**config.mk**
```make
export PLATFORM = sky130hd
export DESIGN_NAME = weight_pattern_gen
export DESIGN_NICKNAME = d
export VERILOG_FILES = /design/src/rtl/weight_pattern_gen.sv
export SDC_FILE = /design/constraint.sdc
export NUM_CORES = 1
export LEC_CHECK = 0
export BUFFER_PORTS_ARGS = -buffer_cell sky130_fd_sc_hd__buf_4
export CAP_MARGIN = 20
export CORE_MARGIN = 4
export CORE_UTILIZATION = 57
export DETAILED_ROUTE_END_ITERATION = 10
export GPL_TIMING_DRIVEN = 1
export PLACE_DENSITY = 0.89
export SKIP_LAST_GASP = 1
export SYNTH_ARGS = -nofsm -noshare
export SYNTH_HDL_FRONTEND = slang
export SYNTH_SLANG_ARGS = --single-unit
```
**constraint.sdc**
```tcl
create_clock -name clk -period 2.7 [get_ports clk]
set_input_delay 0.405 -clock clk [delete_from_list [all_inputs] [get_ports clk]]
set_output_delay 0.405 -clock clk [all_outputs]
set_load 0.01 [all_outputs]
```
**src/rtl/weight_pattern_gen.sv**
```systemverilog
// Enumerates every 7-bit word of popcount k in increasing order over a valid/ready stream.
// Optional: define WEIGHT_CHECK_EN to build the sticky popcount checker driving err.
module weight_pattern_gen (
  input  logic       clk,
  input  logic       rst,
  input  logic       start,
  input  logic [2:0] k,
  output logic       busy,
  output logic [6:0] x,
  output logic       x_valid,
  input  logic       x_ready,
  output logic       x_last,
  output logic [5:0] count,
  output logic       done,
  output logic       err
);

  localparam int unsigned DW = 7;
  localparam int unsigned KW = 3;
  localparam int unsigned CW = 6;

  typedef enum logic [1:0] {
    S_IDLE,
    S_EMIT,
    S_DONE
  } state_e;

  state_e          state_q, state_d;
  logic [KW-1:0]   k_q, k_d;
  logic [DW-1:0]   x_q, x_d;
  logic            x_valid_q, x_valid_d;
  logic            x_last_q, x_last_d;
  logic            busy_q, busy_d;
  logic [CW-1:0]   count_q, count_d;
  logic            done_q, done_d;

  // Lowest word of weight kk: kk ones packed at the bottom.
  function automatic logic [DW-1:0] first_word(input logic [KW-1:0] kk);
    return DW'((8'd1 << kk) - 8'd1);
  endfunction

  // Highest word of weight kk: the same ones packed at the top.
  function automatic logic [DW-1:0] last_word(input logic [KW-1:0] kk);
    logic [7:0] f;
    f = {1'b0, first_word(kk)};
    return DW'(f << (3'd7 - kk));
  endfunction

  // Position of the single set bit of a one-hot byte.
  function automatic logic [2:0] tz8(input logic [7:0] c);
    logic [2:0] t;
    t = 3'd0;
    for (int i = 0; i < 8; i++) begin
      if (c[i]) t = 3'(i);
    end
    return t;
  endfunction

  // Next larger word with the same popcount, carried out at 8 bits.
  function automatic logic [DW-1:0] next_word(input logic [DW-1:0] w);
    logic [7:0] xx, c, r, n;
    xx = {1'b0, w};
    c  = xx & (~xx + 8'd1);
    r  = xx + c;
    n  = (((r ^ xx) >> 2) >> tz8(c)) | r;
    return DW'(n);
  endfunction

  logic [DW-1:0] nxt_c;
  assign nxt_c = next_word(x_q);

  always_comb begin
    state_d   = state_q;
    k_d       = k_q;
    x_d       = x_q;
    x_valid_d = x_valid_q;
    x_last_d  = x_last_q;
    busy_d    = busy_q;
    count_d   = count_q;
    done_d    = 1'b0;
    case (state_q)
      S_IDLE: begin
        busy_d    = 1'b0;
        x_valid_d = 1'b0;
        if (start) begin
          k_d       = k;
          x_d       = first_word(k);
          x_last_d  = (first_word(k) == last_word(k));
          count_d   = '0;
          x_valid_d = 1'b1;
          busy_d    = 1'b1;
          state_d   = S_EMIT;
        end
      end
      S_EMIT: begin
        if (x_valid_q && x_ready) begin
          count_d = count_q + CW'(1);
          if (x_last_q) begin
            x_valid_d = 1'b0;
            x_last_d  = 1'b0;
            done_d    = 1'b1;
            state_d   = S_DONE;
          end else begin
            x_d      = nxt_c;
            x_last_d = (nxt_c == last_word(k_q));
          end
        end
      end
      S_DONE: begin
        busy_d  = 1'b0;
        state_d = S_IDLE;
      end
      default: begin
        busy_d    = 1'b0;
        x_valid_d = 1'b0;
        x_last_d  = 1'b0;
        state_d   = S_IDLE;
      end
    endcase
  end

  always_ff @(posedge clk) begin
    if (rst) begin
      state_q   <= S_IDLE;
      k_q       <= '0;
      x_q       <= '0;
      x_valid_q <= 1'b0;
      x_last_q  <= 1'b0;
      busy_q    <= 1'b0;
      count_q   <= '0;
      done_q    <= 1'b0;
    end else begin
      state_q   <= state_d;
      k_q       <= k_d;
      x_q       <= x_d;
      x_valid_q <= x_valid_d;
      x_last_q  <= x_last_d;
      busy_q    <= busy_d;
      count_q   <= count_d;
      done_q    <= done_d;
    end
  end

`ifdef WEIGHT_CHECK_EN
  // Sticky flag: any presented word whose popcount disagrees with the latched weight.
  function automatic logic [KW:0] popcount(input logic [DW-1:0] w);
    logic [KW:0] p;
    p = '0;
    for (int i = 0; i < int'(DW); i++) begin
      p = p + (KW+1)'(w[i]);
    end
    return p;
  endfunction

  logic err_q, err_d;

  always_comb begin
    err_d = err_q;
    if (x_valid_q && (popcount(x_q) != {1'b0, k_q})) err_d = 1'b1;
  end

  always_ff @(posedge clk) begin
    if (rst) err_q <= 1'b0;
    else     err_q <= err_d;
  end

  assign err = err_q;
`else
  assign err = 1'b0;
`endif

  assign busy    = busy_q;
  assign x       = x_q;
  assign x_valid = x_valid_q;
  assign x_last  = x_last_q;
  assign count   = count_q;
  assign done    = done_q;

endmodule

```
# Yosys cells after proc, flatten, opt, wreduce, memory -nomap -nowiden
# Index checks and enable logic that the tools add are counted.
# word_totals
out_inout_bits,18
inputBits,7
word_cells,73
regBits,22
# classes
n_mux,28
n_addsub,7
n_reduce_logical,10
shifts,5
n_eq_ne,8
n_bitwise,7
# op_table
op,count
2-to-1 mux 7 bit,3
2-to-1 mux 3 bit,5
equality test 7 bit,2
one-hot mux 7 bit (2 select lines),1
left shift 1 x 3 -> 7 bit (first input constant),2
left shift 7 x 3 -> 7 bit,2
subtractor 7 x 1 -> 7 bit (second input constant),2
2-to-1 mux 6 bit,2
one-hot mux 6 bit (2 select lines),1
AND reduction 3 bit,4
adder 7 x 8 -> 8 bit,1
adder 8 x 1 -> 8 bit (second input constant),1
bitwise AND 7 x 8 -> 8 bit,1
2-to-1 mux 1 bit,8
2-to-1 mux 2 bit,4
inequality test 2 bit (second input constant),4
NOT 7 -> 8 bit,1
XOR 8 x 7 -> 8 bit,1
bitwise OR 7 bit,1
right shift 6 x 3 -> 7 bit,1
adder 6 x 1 -> 6 bit (second input constant),1
one-hot mux 1 bit (3 select lines),2
subtractor 3 bit (first input constant),2
one-hot mux 2 bit (2 select lines),1
10 further kinds,12

# Longest topological paths before layout
# logic_depth
word_depth,16
ltp_mapped,11
depth_no_buf,9

# Worst setup path after synthesis
# Ideal clock, no wire load.
# synth_path
kind,in2reg
start,input k[0]
end,"register x_q[6], in the netlist x[6]"
stages,10
path_buffers,2
arrival_ns,2.013
setup_time_ns,0.128
t_required_ns,2.572
path_slack_ns,0.559
path_cell_list,clkbuf_1 or3_1 ha_1 clkbuf_1 xnor2_1 and3_1 a211oi_1 a211oi_1 a21oi_1 nor2_1
# synth_between
elab_chain_cells,4
# synth_rtl
item,line_no,text
from (decl),7,"input logic [2:0] k,"
left shift 1 x 3 -> 7 bit,39,return DW'((8'd1 << kk) - 8'd1);
subtractor 7 x 1 -> 7 bit,39,
2-to-1 mux 7 bit,85,if (start) begin
one-hot mux 7 bit (2 select lines),81,case (state_q)
to (signal assigned),126,x_q <= '0;
to (signal assigned),135,x_q <= x_d;
to (decl),30,"logic [DW-1:0] x_q, x_d;"
# Every way passes these cells. The select of a mux whose other input is x is not followed.
# A chain may end at the register's enable or synchronous reset.

# Final worst setup path
# layout_path
start,"register x_q[2], in the netlist x[2]"
end,"register x_last_q, in the netlist x_last"
# layout_between
elab_chain_cells,15
word_cells_on_any_way,17
cone_classes,add/sub (2); eq/ne (1); shift (1); mux (9); bitwise (4)
# layout_rtl
item,line_no,text
branches (longest 10 deep; another with adder 8 x 1 -> 8 bit),-,
bitwise OR 7 bit *,65,n = (((r ^ xx) >> 2) >> tz8(c)) | r;
equality test 7 bit *,105,x_last_d = (nxt_c == last_word(k_q));
2-to-1 mux 1 bit *,98,if (x_last_q) begin
2-to-1 mux 1 bit *,96,if (x_valid_q && x_ready) begin
one-hot mux 1 bit (3 select lines) *,81,
to (signal assigned),137,x_last_q <= x_last_d;
to (decl),32,"logic x_last_q, x_last_d;"
# Every way passes the cells marked *. The select of a mux whose other input is x is not followed.

==> flow_metrics.env <==
export IMPL_outcome="finished clean"
export IMPL_wl_per_cell_microns=14.4
export IMPL_rsz0062_at_grt="no"
export IMPL_synth_top_flop_cell="dfxtp_1"
export IMPL_cpMaxStageDelayCell="dfxtp_1"
export IMPL_path_clk_slew_ns=0.12
export IMPL_drtIter0Drc=188
export IMPL_clock_sinks=22
export IMPL_period_share_pct=80.9
export IMPL_startpoint_type="register"
export IMPL_hold_path_depth=3
export IMPL_cp_top_family="compound AO/OA/AOI/OAI gates"
export IMPL_cts_buffer_depth=2
export IMPL_yosys_area_top_type="dfxtp_1"
export IMPL_grt_pass1_wl_microns=7440
export IMPL_first_pass_iters=4
export IMPL_synth_cells=246
export IMPL_netlist_area_sq_um=1790
export IMPL_coreArea_sq_um=3030
export IMPL_area_growth_synth_to_final_pct=11.3
export IMPL_grt_overflow=0
export IMPL_gp_congestion=0.996
export IMPL_ys_warn_count=0
export IMPL_clock_root_buffer="clkbuf_4"
export IMPL_whs_ns=0.394
export IMPL_ant_nets=0
export IMPL_post_dp_hpwl_microns=3220
export IMPL_worst_path_stages=7
export IMPL_num_rows=20
export IMPL_min_period_ns=2.18
export IMPL_report_power_total_mw=0.981
export IMPL_cts_resized=0
export IMPL_async_flop_share_pct=0
export IMPL_antenna_found_initial=0
export IMPL_arrival_ns=2.40
export IMPL_timing_hold_violations_final=0
export IMPL_drive_above_1_share_pct=17.4
export IMPL_critPathMostFrequentCell="o2bb2ai_1"
export IMPL_yosysTopAreaCellShare_pct=24.6
export IMPL_initial_utilization_pct=59.2
export IMPL_numPortBuffers=23
export IMPL_ios=25
export IMPL_yosysSeqAreaShare_pct=24.6
export IMPL_netlist_cell_type_count=56
export IMPL_crit_chain="or2_1 > o21ai_1 > o2bb2ai_1 > a211oi_1 > nand2b_1 > o2bb2ai_1 > a41o_1"
export IMPL_grt_util_all_layers_pct=22.2
export IMPL_crit_buf_inv=0
export IMPL_tightest_slew_ns=0.603
export IMPL_vdd_ir_drop_max_uv=434
export IMPL_post_cts_buffers=0
export IMPL_critPathKind="reg -> reg"
export IMPL_fp_dieH_microns=64.1
export IMPL_hold_class="in -> reg"
export IMPL_synthesis_nets=256
export IMPL_maxSlewHeadroom_pct=59.6
export IMPL_fin_nets=269
export IMPL_cts_hold_buf=0
export IMPL_wirelength_microns=4360
export IMPL_synth_seq_cells=22
export IMPL_avgSynthCellArea_sq_um=7.29
export IMPL_drv_slew=0
export IMPL_ff2ff_path_depth=7
export IMPL_vias=1804
export IMPL_synth_most_common_cell="nand2_1"
export IMPL_cts_buffers=3
export IMPL_static_leakage_power_nw=0.778
export IMPL_cts_tree="done"
export IMPL_h_tree_depth=1
export IMPL_max_freq_ghz=0.458
export IMPL_grt_max_degree=21
export IMPL_critPathMaxFanout=17
export IMPL_vias_per_cell=5.97
export IMPL_clock_skew_ns=0.00218
export IMPL_drc=0
export IMPL_synth_edff_count=0
export IMPL_die_area_sq_um=4110
export IMPL_slowest_delay_ns=0.71
export IMPL_p_per_area_nw_per_um2=492
export IMPL_setup_violations_final=0
export IMPL_die_width_microns=64.1
export IMPL_synthTopCellsByArea="dfxtp_1, a21oi_1, nand2_1, nor2_1, xor2_1"
export IMPL_antenna_cells=0
export IMPL_maxCapViolations=0
export IMPL_grt_pass1_vias=1637
export IMPL_clk_latency_ns=0.31
export IMPL_worstPathRequired_ns=2.91
export IMPL_synth_common_cells="nand2_1, nor2_1, a21oi_1"
export IMPL_finalSetupTns_ns=0
export IMPL_cp_end_kind="register"
==> cell usage in the layout, fill, tap and decap left out, types with 7 or more instances in the layout <==
cell type	count
a21oi_1	25
buf_4	28
dfxtp_1	22
inv_1	8
nand2_1	31
nand3_1	9
nor2_1	27
o21ai_0	7
xor2_1	8
==> stage by stage <==
stage          worst slack [ns]  cell area (sq um)  util, %  std cells
6_report                  0.517               2000     65.9        302
2_1_floorplan             0.559               1790        -        246
3_3_place_gp              0.542               1940     64.2        298
5_1_grt                   0.293               2000     65.9        302
4_1_cts                   0.559               2000     65.9        302
3_5_place_dp              0.517               1940     64.2        298
==> tightest hold or removal path, cell delays in order <==
cell and delay [ns]:
buf_4 0.13, a21oi_1 0.07, nor2_1 0.07
==> routing by layer <==
layer  up-vias  GRT usage [%]  wire length [microns]
met1       833           30.2                   1990
met3         4           4.22                    274
li1        896              -                      -
met5         -              0                      0
met2        71           36.5                   2080
met4         0           4.31                     17
==> final cells by class <==
| type | count | area [sq um] |
|---|---|---|
| clock buffers | 3 | 22.5 |
| clock inverters | 1 | 30.0 |
| fillers | 251 | 1030 |
| inverters | 8 | 30.0 |
| multi-input cells | 196 | 1210 |
| flip-flops and latches | 22 | 440 |
| well taps | 44 | 55.1 |
| repair buffers | 28 | 210 |
==> power by group <==
group          internal, mW  switching [mW]
logic                 0.152           0.192
registers             0.342          0.0442
clock network         0.150           0.101
==> flip-flops by register name (all words and copies together), names as in the netlist <==
signal   flops
x            7
x_last       1
busy         1
x_valid      1
count        6
k_q          3
state_q      2
done         1
==> kinds of logic (layout without fill, tap and decap cells) <==
logic type	count (synthesis)	after routing	synth area share (%)
XOR/XNOR	11	11	5.37
buffers and inverters	28	40	8.09
other	1	1	0.209
multiplexers	6	6	3.42
flip-flops	22	22	24.6
AO/OA/AOI/OAI	73	73	28.1
adder cells (fa/ha/maj)	3	3	2.09
AND/OR/NAND/NOR	102	102	28.2
==> path summary, 6_finish.rpt <==
path / startpoint / endpoint / slack [ns]
hold / removal: k[1] / k_q[1] / 0.39
hold reg to reg: count[1] / count[1] / 0.50
setup / recovery: x[2] / x_last / 0.52
setup reg to reg: x[2] / x_last / 0.52
Power figures use the tool's default switching activity.
